[config.mk]
export PLATFORM = sky130hd
export DESIGN_NAME = seg_display
export DESIGN_NICKNAME = d
export VERILOG_FILES = /design/src/rtl/seg_display_pkg.sv /design/src/rtl/seg_hex_decode.sv /design/src/rtl/seg_display.sv
export SDC_FILE = /design/constraint.sdc
export NUM_CORES = 1
export LEC_CHECK = 0
export BUFFER_PORTS_ARGS = -buffer_cell sky130_fd_sc_hd__buf_4
export CAP_MARGIN = 25
export CORE_ASPECT_RATIO = 1.1
export CORE_UTILIZATION = 47
export CTS_BUF_LIST = sky130_fd_sc_hd__clkbuf_4
export DETAILED_ROUTE_END_ITERATION = 12
export GPL_TIMING_DRIVEN = 1
export HOLD_SLACK_MARGIN = 0.03
export PLACE_DENSITY = 0.77
export RECOVER_POWER = 50
export SYNTH_ARGS = -nofsm -noshare
export SYNTH_HDL_FRONTEND = slang
export SYNTH_SLANG_ARGS = --single-unit
[constraint.sdc]
create_clock -name clk -period 2.6 [get_ports clk]
set_input_delay 0.26 -clock clk [delete_from_list [all_inputs] [get_ports clk]]
set_output_delay 0.26 -clock clk [all_outputs]
set_load 0.01 [all_outputs]
[src/rtl/seg_display_pkg.sv]
// Shared definitions for the three-digit seven-segment scanner:
// active-low segment patterns, the blank pattern, the digit count,
// the scan phase type and the one-hot-low anode helper.
package seg_display_pkg;

  localparam int SEG_DIGITS = 3;

  localparam logic [7:0] SEG_BLANK = 8'hFF;

  localparam logic [7:0] SEG_HEX_0 = 8'hC0;
  localparam logic [7:0] SEG_HEX_1 = 8'hF9;
  localparam logic [7:0] SEG_HEX_2 = 8'hA4;
  localparam logic [7:0] SEG_HEX_3 = 8'hB0;
  localparam logic [7:0] SEG_HEX_4 = 8'h99;
  localparam logic [7:0] SEG_HEX_5 = 8'h92;
  localparam logic [7:0] SEG_HEX_6 = 8'h82;
  localparam logic [7:0] SEG_HEX_7 = 8'hF8;
  localparam logic [7:0] SEG_HEX_8 = 8'h80;
  localparam logic [7:0] SEG_HEX_9 = 8'h90;
  localparam logic [7:0] SEG_HEX_A = 8'h88;
  localparam logic [7:0] SEG_HEX_B = 8'h83;
  localparam logic [7:0] SEG_HEX_C = 8'hC6;
  localparam logic [7:0] SEG_HEX_D = 8'hA1;
  localparam logic [7:0] SEG_HEX_E = 8'h86;
  localparam logic [7:0] SEG_HEX_F = 8'h8E;

  typedef enum logic {
    PH_BLANK = 1'b0,
    PH_DRIVE = 1'b1
  } phase_e;

  // Active-low enable for one digit; an out-of-range index lights nothing.
  function automatic logic [2:0] anode_onehot_low(input logic [1:0] idx);
    case (idx)
      2'd0:    return 3'b110;
      2'd1:    return 3'b101;
      2'd2:    return 3'b011;
      default: return 3'b111;
    endcase
  endfunction

endpackage

[src/rtl/seg_hex_decode.sv]
// Combinational hex-to-seven-segment decoder, active-low, dp off.
module seg_hex_decode
  import seg_display_pkg::*;
(
  input  logic [3:0] nibble,
  output logic [7:0] pattern
);

  // Table lookup of the active-low pattern for one hex nibble.
  always_comb begin
    pattern = SEG_BLANK;
    case (nibble)
      4'h0: pattern = SEG_HEX_0;
      4'h1: pattern = SEG_HEX_1;
      4'h2: pattern = SEG_HEX_2;
      4'h3: pattern = SEG_HEX_3;
      4'h4: pattern = SEG_HEX_4;
      4'h5: pattern = SEG_HEX_5;
      4'h6: pattern = SEG_HEX_6;
      4'h7: pattern = SEG_HEX_7;
      4'h8: pattern = SEG_HEX_8;
      4'h9: pattern = SEG_HEX_9;
      4'hA: pattern = SEG_HEX_A;
      4'hB: pattern = SEG_HEX_B;
      4'hC: pattern = SEG_HEX_C;
      4'hD: pattern = SEG_HEX_D;
      4'hE: pattern = SEG_HEX_E;
      4'hF: pattern = SEG_HEX_F;
    endcase
  end

endmodule

[src/rtl/seg_display.sv]
// Three-digit multiplexed seven-segment scanner. Each digit owns a slot of
// 2^SCAN_BITS cycles that opens with a BLANK interval (anodes off) to avoid
// ghosting, then a DRIVE interval lighting the digit latched during BLANK.
// Optional feature macro: SEG_BLINK_EN adds the blink input and a free-running
// BLINK_BITS counter that gates the anodes off during its upper half.
module seg_display
  import seg_display_pkg::*;
#(
  parameter int SCAN_BITS    = 16,
  parameter int BLANK_CYCLES = 64
`ifdef SEG_BLINK_EN
  ,
  parameter int BLINK_BITS   = 24
`endif
) (
  input  logic        clk,
  input  logic        rst,
  input  logic [11:0] seg_digits,
`ifdef SEG_BLINK_EN
  input  logic        blink,
`endif
  output logic [7:0]  seg,
  output logic [2:0]  anode
);

  localparam logic [SCAN_BITS-1:0] BLANK_END = SCAN_BITS'(BLANK_CYCLES);
  localparam logic [1:0]           LAST_IDX  = 2'(SEG_DIGITS - 1);

  logic [SCAN_BITS-1:0] cnt;
  logic [1:0]           idx;
  logic [3:0]           nibble;
  logic [3:0]           nibble_d;
  logic [3:0]           digit_sel;
  phase_e               phase;
  logic [2:0]           anode_d;
  logic [7:0]           pattern;
  logic [7:0]           seg_d;

  // Slot counter and digit index: idx steps once per counter wrap.
  always_ff @(posedge clk or posedge rst) begin
    if (rst) begin
      cnt <= '0;
      idx <= 2'd0;
    end else begin
      cnt <= cnt + 1'b1;
      if (cnt == '1) begin
        idx <= (idx == LAST_IDX) ? 2'd0 : idx + 2'd1;
      end
    end
  end

`ifdef SEG_BLINK_EN
  logic [BLINK_BITS-1:0] blink_cnt;

  // Free-running blink timebase, independent of the scan.
  always_ff @(posedge clk or posedge rst) begin
    if (rst) begin
      blink_cnt <= '0;
    end else begin
      blink_cnt <= blink_cnt + 1'b1;
    end
  end
`endif

  // Phase, digit selection, nibble latch input and anode pattern.
  always_comb begin
    phase     = (cnt < BLANK_END) ? PH_BLANK : PH_DRIVE;
    digit_sel = 4'h0;
    case (idx)
      2'd0:    digit_sel = seg_digits[3:0];
      2'd1:    digit_sel = seg_digits[7:4];
      2'd2:    digit_sel = seg_digits[11:8];
      default: digit_sel = 4'h0;
    endcase
    // The latch follows the input only while dark, so the lit digit is frozen.
    nibble_d = (phase == PH_BLANK) ? digit_sel : nibble;
    anode_d  = (phase == PH_BLANK) ? 3'b111 : anode_onehot_low(idx);
`ifdef SEG_BLINK_EN
    if (blink && blink_cnt[BLINK_BITS-1]) begin
      anode_d = 3'b111;
    end
`endif
    // dp is never lit.
    seg_d = {1'b1, pattern[6:0]};
  end

  // Decode the value the nibble latch is about to hold, so seg and anode
  // leave the single register stage in step with each other.
  seg_hex_decode u_decode (
    .nibble  (nibble_d),
    .pattern (pattern)
  );

  // Output register stage; reset blanks the display immediately.
  always_ff @(posedge clk or posedge rst) begin
    if (rst) begin
      nibble <= 4'h0;
      seg    <= SEG_BLANK;
      anode  <= 3'b111;
    end else begin
      nibble <= nibble_d;
      seg    <= seg_d;
      anode  <= anode_d;
    end
  end

endmodule
# After elaboration in Yosys (flattened, before gate mapping)
# Memory sizes are Yosys's and may differ from the RTL's. A register that Yosys moved wholly into a read port is not among the register bits.
# Index checks and enable logic that the tools add are counted.
# op_classes
n_addsub,2
mul,0
n_div,0
order_cmp,1
n_eq_ne,3
n_shift,0
n_mux,5
bitwise_logic,0
reduce_logical,1
# op_table
cell,count
adder 16 x 1 -> 16 bit (second input constant),1
equality test 16 bit (second input constant),1
< comparator 16 x 7 -> 1 bit (second input constant),1
case mux 4 bit (3 select lines),1
case mux 3 bit (3 select lines),1
two-way mux 4 bit,1
two-way mux 3 bit,1
adder 2 x 1 -> 2 bit (second input constant),1
equality test 2 x 1 -> 1 bit (second input constant),1
equality test 2 bit (second input constant),1
zero test 2 bit,1
two-way mux 2 bit,1
# totals
regBits,25
latch_bits,0
ramBits,0
rom_bits,112
input_bits,14
output_inout_bits,11
wordCells,17
mem_count,1
# memory_table
name,depth,word_bits,rd,rd_ports_with_merged_regs,wr,line,rtl
(no name shown),16,7,1,1,0,seg_hex_decode.sv:12,case (nibble)

# Depth between registers and ports, before layout
# depth
ltp_word,3
depth_mapped,9
mapped_depth_nobuf,8

# Hierarchy
# Synthesis repeated with hierarchy kept, for this count alone.
# unflattened
hier_cells,141
area_unflattened_um2,1647.8
# by_module_without_submodules
module,n_inst,cells_each,area_per_inst_um2,seq_area_each_um2
seg_display,1,106,1362.6,813.3
seg_hex_decode,1,35,285.3,0.0

# Worst setup path after synthesis
# Ideal clock, no wire load.
# synth_path
kind,register to register
startpoint,register cnt[11]
endpoint,register seg[2]
setup_ns,0.091
arrival_time_ns,1.992
required_time_ns,2.509
setup_slack_ns,0.518
stages_incl_launch_ff,7
n_path_buf,0
period_less_slack_ns,2.082
cell_sequence,dfrtp_1 -> nor4_4 -> nand3_4 -> mux2i_1 -> inv_1 -> ha_1 -> o31ai_1
# synth_between
elab_chain_cells,2
# synth_lines
element,line,rtl
start: declaration,seg_display.sv:29,logic [SCAN_BITS-1:0] cnt;
start signal: assignment,seg_display.sv:45,cnt <= cnt + 1'b1;
< comparator 16 x 7 -> 1 bit,seg_display.sv:67,phase = (cnt < BLANK_END) ? PH_BLANK : PH_DRIVE;
two-way mux 4 bit,seg_display.sv:76,nibble_d = (phase == PH_BLANK) ? digit_sel : nibble;
net nibble_d[0],seg_display.sv:32,logic [3:0] nibble_d;
end: declaration,seg_display.sv:22,"output logic [7:0] seg,"
# The timed path passes the listed nets, and every way through them passes these cells.
# A chain may end at the register's enable or synchronous reset.

# Worst setup path in the final report
# layout_path
startpoint,register cnt[11]
endpoint,register seg[6]
# Same word-level chain as after synthesis.

==> reports/results.ini <==
[status]
status=complete, but fails checks
violations=design-rule violations

[placed_design]
place.port_buffers=23
gp_congestion=0.808
pre_cts_slack_ps=427
hpwl_mm=2.05

[drt]
routed.top_layer=met4
wl_met2_mm=1.41
firstDrtPassIters=8
drt-total-wl_mm=2.71
ant_nets=0
initialDrtViolationCount=11
wl_met1_mm=1.17
drc_errors=5
wire_per_inst_um=13.8
vias=1030
wl_met3_um=92
vias_per_cell=5.23

[clock_network]
clk_latency_ps=330
hold_buffers=1
clkSinkCount=32
cts_max_level=2
cts_setup_buffers=0
numCtsBuffers=5
clock_path_buffers=2
cts_resized=0
cts_tree=done
clk_transition_reported_paths_ps=100
cts.root.buffer_cell=clkbuf_4

[worst_setup_path]
max_stage_delay_ps=460
cp_num_buf_inv=1
cp_max_fo=7
path_delay_family=simple AND/OR/NAND/NOR gates
critical_path_arrival_ps=2470
cpMaxStageDelayCell=dfrtp_1
cp.required_ps=2850
crit_path_frequent_cell=mux2i_1
cp-end-kind=flip-flop
worstPathCellList=nor4_4 -> nand3_4 -> mux2i_1 -> inv_1 -> ha_1 -> mux2i_1 -> o22ai_1
crit_type=reg -> reg
critPathLaunchType=flip-flop

[global_route]
track_usage=0.171
grt_remaining_overflow=0
grt_antenna_before_repair=0
grt_max_degree=18
first_global_vias=1074
grt_pass1_wl_mm=4.55

[floorplanning]
die_area_sq_um=3600
start_util=0.505
die_w_um=57.3
die_y_um=62.8
ios=25
fp.coreArea_sq_um=3130
num_rows=21

[yosys]
synth.distinct_cells=29
synth_ff_type=dfrtp_1
avgSynthCellArea_sq_um=12.1
yosysWarnings=0
synth_edf_count=0
synth-seq-cells=32
async_flop_share=1.00
syn-num-nets=151
synthCells=130
syn-cell-area_sq_um=1580
synth-seq-area-share=0.515

[pwr]
p_leak_nw=0.847
ir_drop_uv=384
power.density_nw_per_um2=530
power.total_w=0.000987

[timing]
timing.final.crit_share=0.854
fmax_mhz=451
fin_tns_setup_ps=0
period_minus_slack_ps=2220
skew_ps=9.61
hold_viol=0
finalMaxSlewViolations=0
setup_ws_ps=380
max_slew_margin=0.575
setup_violations=0
rsz0062_at_grt=no
worst_pin_slew_ps=636

[layout]
area_delta_synth_final_pct=18.1
fin_nets=183
drive_above_1_share=0.282
antenna_cells=0

[job]
cap_violations=0

[worst_hold_path]
hp-class=in -> reg

==> per-stage QoR <==
| stage | instances | utilization | hold WS [ps] | instance area [sq um] |
|---|---|---|---|---|
| 6_report | 197 | 0.596 | 371 | 1860 |
| 3_3_place_gp | 188 | 0.577 | 378 | 1800 |
| 5_1_grt | 197 | 0.596 | 409 | 1860 |
| 4_1_cts | 197 | 0.606 | 363 | 1890 |
| 3_5_place_dp | 188 | 0.577 | 394 | 1800 |
| 2_1_floorplan | 130 | - | 369 | 1580 |
==> metal layers <==
layer / global-route usage / vias up
met1: 0.197 / 506
met3: 0.0683 / 5
met2: 0.287 / 11
met4: 0.0549 / 0
met5: 0 / -
li1: - / 508
==> worst min-delay path, delay by kind of cell <==
family,cells,cell delay [ps]
AOI/OAI and AO/OA,1,100
buffers and inverters,2,200
muxes,1,80
==> sequential cells by signal (all words and copies together) (netlist names) <==
name	count
cnt	16
idx	2
anode	3
seg	7
nibble	4
==> layout by cell type (no fill, tap or decap), types with 2 or more instances in the layout <==
cell	n
o22ai_1	3
nand4_1	2
nand2_1	12
nand3_1	9
dfstp_2	10
mux2_2	2
mux2i_4	2
o2bb2ai_1	3
and3_1	3
dfrtp_1	22
ha_1	7
xnor2_1	11
clkbuf_1	8
clkbuf_4	7
buf_4	17
xor2_1	4
nor2_1	7
inv_1	6
mux2i_1	13
nor4_4	2
==> cell type report <==
type	instances	area (sq um)
clock buffer	6	45.0
clock inverter	2	35.0
fill	272	1260
inverter	8	32.5
multi-input combinational	88	721
sequential	32	813
tap	34	42.5
timing repair buffer	27	175
==> kinds of logic after synthesis <==
| family | after synthesis | synth area share |
|---|---|---|
| other | 1 | 0.00237 |
| buffers and inverters | 10 | 0.0285 |
| xor gates and xnor gates | 15 | 0.0832 |
| and+or+nand+nor | 38 | 0.140 |
| DFF | 32 | 0.515 |
| adders and majority gates | 7 | 0.0555 |
| muxes | 17 | 0.125 |
| AOI/OAI and AO/OA | 10 | 0.0499 |
==> worst paths after layout <==
path,slack [ps],cells after the start,from,end
hold reg to reg,460,1,cnt[0]$_DFF_PP0_,cnt[0]$_DFF_PP0_
hold / removal,370,4,seg_digits[4],nibble[0]$_DFF_PP0_
setup / recovery,380,7,cnt[11]$_DFF_PP0_,seg[6]$_DFF_PP1_
min in group asynchronous,560,3,rst,cnt[7]$_DFF_PP0_
setup reg to reg,380,7,cnt[11]$_DFF_PP0_,seg[6]$_DFF_PP1_
max in group asynchronous,1230,4,rst,seg[2]$_DFF_PP1_
==> Yosys cell counts, types with 3 or more instances <==
cell type | instances | share of area
mux2i_1 | 13 | 0.082
inv_1 | 6 | 0.014
ha_1 | 7 | 0.055
nand3_1 | 9 | 0.029
dfrtp_1 | 22 | 0.35
dfstp_2 | 10 | 0.17
o2bb2ai_1 | 3 | 0.017
xor2_1 | 4 | 0.022
xnor2_1 | 11 | 0.061
nand2_1 | 12 | 0.029
o22ai_1 | 3 | 0.012
nor2_1 | 7 | 0.017
and3_1 | 3 | 0.012
==> report_power, final <==
part / internal (W) / leakage [nW] / switching, W / total (W)
Clock: 0.000212 / 0.0456 / 0.000163 / 0.000375
Sequential: 0.000517 / 0.388 / 0.00000487 / 0.000522
Combinational: 0.0000413 / 0.413 / 0.0000487 / 0.0000900
Total: 0.000770 / 0.847 / 0.000217 / 0.000987
Power figures use the tool's default switching activity.
